## src/rtl/pipe_ctrl.sv

```systemverilog
// pipe_ctrl: front-end pipeline stall/flush controller with RUN/TRAP/DRAIN FSM.
// Optional stage-0 stall counter enabled by macro PIPE_CTRL_PERF_EN.
`default_nettype none

module pipe_ctrl #(
  parameter int STAGES    = 6,
  parameter int FLUSH_CYC = 1
) (
  input  logic              Clk,
  input  logic              Rest,
  input  logic [STAGES-1:0] StallReq,
  input  logic [STAGES-1:0] FlushReq,
  input  logic              TrapReq,
  input  logic              Redir,
  output logic [STAGES-1:0] StallOut,
  output logic [STAGES-1:0] FlushOut,
  output logic              TrapPend,
  output logic [31:0]       StallCnt
);

  typedef enum logic [1:0] {
    ST_RUN   = 2'd0,
    ST_TRAP  = 2'd1,
    ST_DRAIN = 2'd2
  } state_t;

  localparam logic [2:0] DRAIN_LOAD = (FLUSH_CYC > 1) ? 3'(FLUSH_CYC - 2) : 3'd0;

  state_t     state_q, state_d;
  logic [2:0] cnt_q, cnt_d;

  always_ff @(posedge Clk or negedge Rest) begin
    if (!Rest) begin
      state_q <= ST_RUN;
      cnt_q   <= 3'd0;
    end else begin
      state_q <= state_d;
      cnt_q   <= cnt_d;
    end
  end

  // Redir has priority in every state and discards any concurrent trap.
  always_comb begin
    state_d = state_q;
    cnt_d   = cnt_q;
    if (Redir) begin
      if (FLUSH_CYC > 1) begin
        state_d = ST_DRAIN;
        cnt_d   = DRAIN_LOAD;
      end else begin
        state_d = ST_RUN;
        cnt_d   = 3'd0;
      end
    end else begin
      case (state_q)
        ST_RUN:   if (TrapReq) state_d = ST_TRAP;
        ST_TRAP:  state_d = ST_TRAP;
        ST_DRAIN: begin
          if (cnt_q == 3'd0) state_d = ST_RUN;
          else               cnt_d   = cnt_q - 3'd1;
        end
        default:  state_d = ST_RUN;
      endcase
    end
  end

  logic [STAGES-1:0] raw_stall, raw_flush;
  logic              acc_s, acc_f;

  // Stall propagates from a stage toward younger stages; flush only hits younger ones.
  always_comb begin
    raw_stall = '0;
    raw_flush = '0;
    acc_s     = TrapReq | (state_q == ST_TRAP);
    acc_f     = Redir | (state_q == ST_DRAIN);
    for (int j = STAGES - 1; j >= 0; j--) begin
      acc_s        = acc_s | StallReq[j];
      raw_stall[j] = acc_s;
      raw_flush[j] = acc_f;
      acc_f        = acc_f | FlushReq[j];
    end
  end

  assign FlushOut = raw_flush;
  assign StallOut = raw_stall & ~raw_flush;
  assign TrapPend = (state_q == ST_TRAP);

`ifdef PIPE_CTRL_PERF_EN
  logic [31:0] stall_cnt_q;

  always_ff @(posedge Clk or negedge Rest) begin
    if (!Rest) begin
      stall_cnt_q <= 32'd0;
    end else if (StallOut[0] && (stall_cnt_q != 32'hFFFF_FFFF)) begin
      stall_cnt_q <= stall_cnt_q + 32'd1;
    end
  end

  assign StallCnt = stall_cnt_q;
`else
  assign StallCnt = 32'd0;
`endif

endmodule

`default_nettype wire

```

## config.mk

```make
export PLATFORM = sky130hd
export DESIGN_NAME = pipe_ctrl
export DESIGN_NICKNAME = d
export VERILOG_FILES = /design/src/rtl/pipe_ctrl.sv
export SDC_FILE = /design/constraint.sdc
export NUM_CORES = 1
export LEC_CHECK = 0
export ABC_AREA = 0
export CAP_MARGIN = 20
export CORE_MARGIN = 2
export CORE_UTILIZATION = 24
export DETAILED_ROUTE_END_ITERATION = 10
export PLACE_DENSITY = 0.82
export SYNTH_ARGS = -nofsm -noshare
export SYNTH_HDL_FRONTEND = slang
export SYNTH_SLANG_ARGS = --single-unit
```

## constraint.sdc

```tcl
create_clock -name Clk -period 2.7 [get_ports Clk]
set_clock_uncertainty 0.15 [all_clocks]
set_input_delay 0.27 -clock Clk [delete_from_list [all_inputs] [get_ports Clk]]
set_output_delay 0.27 -clock Clk [all_outputs]
set_load 0.05 [all_outputs]
```

== Word-level counts from Yosys, hierarchy flattened ==
Cells that the tools add are included.

* Bits in registers: 5
* Bits of input ports: 16
* Output and inout port bits: 45

* $add $sub $neg: 1
* Equality and inequality tests: 5
* Muxes and demuxes: 7
* Bitwise operators: 15
* Reductions and logical operators: 5

{| class="wikitable"
|+ Operators with widths
! operator !! count
|-
| $or A1 B1 Y1 || 13
|-
| $mux W3 || 3
|-
| $and A6 B6 Y6 || 1
|-
| $mux W2 || 3
|-
| $ne A3 B3 Y1 const B || 2
|-
| $not A6 Y6 || 1
|-
| $pmux W2 S3 || 1
|-
| $reduce_and A2 Y1 || 2
|-
| $logic_not A3 Y1 || 1
|-
| $sub A3 B1 Y3 const B || 1
|-
| $eq A2 B1 Y1 const B || 1
|-
| $eq A2 B2 Y1 const B || 1
|-
| $logic_not A2 Y1 || 1
|-
| $ne A2 B2 Y1 const B || 1
|-
| $reduce_bool A2 Y1 || 1
|}

== Logic depth before layout (Yosys ltp) ==
* Word-level depth: 9
* Mapped depth: 3
* Gate-level depth less buffers: 3

== Worst setup path after synthesis ==
Ideal clock, no wire load.

* Kind: in2out
* Start: input FlushReq[5]
* End: output StallOut[1]
* Data arrival time: 2,218 ps
* Required time: 2,280 ps
* Path slack: 62 ps
* Cell stages on the path: 3
* Cells stage by stage: or4_4 -> or2_1 -> a21oi_1

* Cells in the longest elaborated chain, start to end: 6

{| class="wikitable"
|+ Ends and longest elaborated chain
! element !! RTL line !! RTL
|-
| from (decl) || 12 || <nowiki>input logic [STAGES-1:0] FlushReq,</nowiki>
|-
| $or A1 B1 Y1 (4 in series) || 80 || <nowiki>acc_f = acc_f | FlushReq[j];</nowiki>
|-
| net FlushOut[1] || 16 || <nowiki>output logic [STAGES-1:0] FlushOut,</nowiki>
|-
| $not A6 Y6 || 85 || <nowiki>assign StallOut = raw_stall & ~raw_flush;</nowiki>
|-
| $and A6 B6 Y6 || 85 ||
|-
| to (decl) || 15 || <nowiki>output logic [STAGES-1:0] StallOut,</nowiki>
|}

The timed path passes the listed nets, and every way through them passes these cells.

== Final worst setup path ==
* Start: input Redir
* End: output StallOut[0]

* Cells in the longest elaborated chain, start to end: 8

{| class="wikitable"
|+ Ends and longest elaborated chain
! element !! RTL line !! RTL
|-
| from (decl) || 14 || <nowiki>input logic Redir,</nowiki>
|-
| $or A1 B1 Y1 || 75 || <nowiki>acc_f = Redir | (state_q == ST_DRAIN);</nowiki>
|-
| $or A1 B1 Y1 (5 in series) || 80 ||
|-
| $not A6 Y6 || 85 ||
|-
| $and A6 B6 Y6 || 85 ||
|}

Every way passes these cells.

==> results_dict.tcl <==
set metrics [dict create \
    fin_setup_tns_ps 0 \
    fp-row-count 14 \
    cts_setup_buffers 0 \
    required_ps 2280 \
    via_per_inst 3.417 \
    drtAntennaViolNets 0 \
    fin_nets 98 \
    final-setup-viol-count 0 \
    synth-seq-cells 1 \
    groute.usage.overall 0.07544 \
    die_w_microns 44.27 \
    dr.pass1.iters 4 \
    vdd_ir_drop_max_mv 0.1500 \
    gp_congestion 0.6815 \
    largest_reg_flops 1 \
    route.final.wire_length_microns 829 \
    areaGrowthSynthToFinish_pct 47.91 \
    power_mw 0.1885 \
    dieHeight_microns 44.27 \
    leakagePower_nw 0.2875 \
    critPathCaptureType "primary output" \
    clk_latency_ps 0 \
    drv_slew 0 \
    n_fill_cell 162 \
    drt-initial-drc-count 6 \
    grt_pass1_vias 231 \
    seq_area_frac_synth 0.06431 \
    path_clk_slew_ps 0 \
    worst_pin_slew_ps 522.3 \
    hold_class "in2async" \
    syn-instance-count 54 \
    final_cell_mix "conb_1 (32), clkdlybuf4s50_1 (20), nor2_1 (5), buf_4 (5)" \
    top_register "state_q" \
    drc_errors 0 \
    cp-start-kind "input pin" \
    layout_commonest_cell "conb_1" \
    maxCapViolCount 0 \
    boundaryPins 61 \
    ctsResizeCount 0 \
    status "finished, final reports clean" \
    drive_gt1_frac 0.1625 \
    grt_pass1_wl_mm 1.138 \
    period_minus_slack_ps 2470 \
    crit_arrival_ps 2050 \
    post_drt_wl_per_cell_microns 8.635 \
    diodes 0 \
    antenna_found_initial 0 \
    postCtsHoldBufs 0 \
    hpwl_microns 807.9 \
    dieArea_sq_mm 0.001959 \
    slew_headroom 0.6507 \
    start_util 0.2583 \
    timing_hold_violations_final 0 \
    crit_type "in2out" \
    fmaxAchievable_mhz 404.8 \
    synth_area_sq_um 389.1 \
    reg_top3 "state_q (1)" \
    synth.distinct_cells 14 \
    portBuffers 27 \
    ys_warn_count 0 \
    grt_max_degree 7 \
    rsz0062_at_grt "no" \
    path_max_fanout 6 \
    grt-ovfl-total 0 \
    powerDensity_mw_per_mm2 327.5 \
    min_period_over_period 0.9148 \
    core_sq_mm 0.001506 \
    vias 328 \
    avgSynthCellArea_sq_um 7.206 \
]
synth_stat cells, drive strengths merged:
library cell	n	area (sq um)
conb	1	3.750
nor3	2	10.01
or2	2	12.52
inv	2	7.510
buf	33	247.7
dfrtp	1	25.02
nor4	1	6.260
or3	2	18.77
or4	1	11.26
a31oi	1	12.51
a21oi	3	15.01
nor2	5	18.77
area by class of cell:
type,instances,area (sq um),area share
Tap cell,16,20.02,0.03478
Inverter,2,7.507,0.01304
Sequential cell,1,25.02,0.04348
Multi-Input combinational cell,49,225.2,0.3913
Timing Repair Buffer,28,297.8,0.5174
power by group:
part | switching, mW | leakage (nW) | internal [mW]
clock network | 0 | 0 | 0
registers | 0.00102 | 0.0125 | 0.0163
logic | 0.136 | 0.275 | 0.0349
metal layers:
metal | up-vias | global-route usage | part of all wire
li1 | 161 | - | -
met1 | 147 | 0.08333 | 0.29
met2 | 20 | 0.1647 | 0.64
met3 | 0 | 0 | 0.069
met4 | 0 | 0 | 0
met5 | - | 0 | 0
worst max-delay path, cell delays in order:
cell             delay, ps
clkdlybuf4s50_1        480
or4_4                  570
or3_4                  350
a31oi_2                210
buf_12                 170
final timing paths:
kind	cells after the start	end	slack [ps]	startpoint
min in group Clk	2	state_q[0]	400	state_q[0]
worst max-delay path	5	StallOut[0]	230	Redir
worst min register to register	2	state_q[0]	400	state_q[0]
worst max register to register	2	state_q[0]	1900	state_q[0]
worst min-delay path	1	state_q[0]	270	Rest
max in group asynchronous	1	state_q[0]	2030	Rest
kinds of logic (layout without fill, tap and decap cells):
| logic type | after synthesis | count (layout) | synth area share |
|---|---|---|---|
| buf+inv | 35 | 30 | 0.6560 |
| flops | 1 | 1 | 0.06430 |
| simple gates | 13 | 13 | 0.1994 |
| compound gates | 4 | 4 | 0.07072 |
| other cells | 1 | 32 | 0.009637 |
through the flow:
step                      utilization  hold slack, ps  setup WS, ps  instances  cell area (sq um)
after global placement         0.3821           268.9         241.9         96              575.6
after global routing           0.3821           277.8         142.6         96              575.6
after detailed placement       0.3821           272.0         211.3         96              575.6
after floorplan                     -          -175.6         61.89         85              505.5
after CTS                      0.3821           272.0         215.3         96              575.6
final                          0.3821           269.2         229.9         96              575.6
Power figures use the tool's default switching activity.
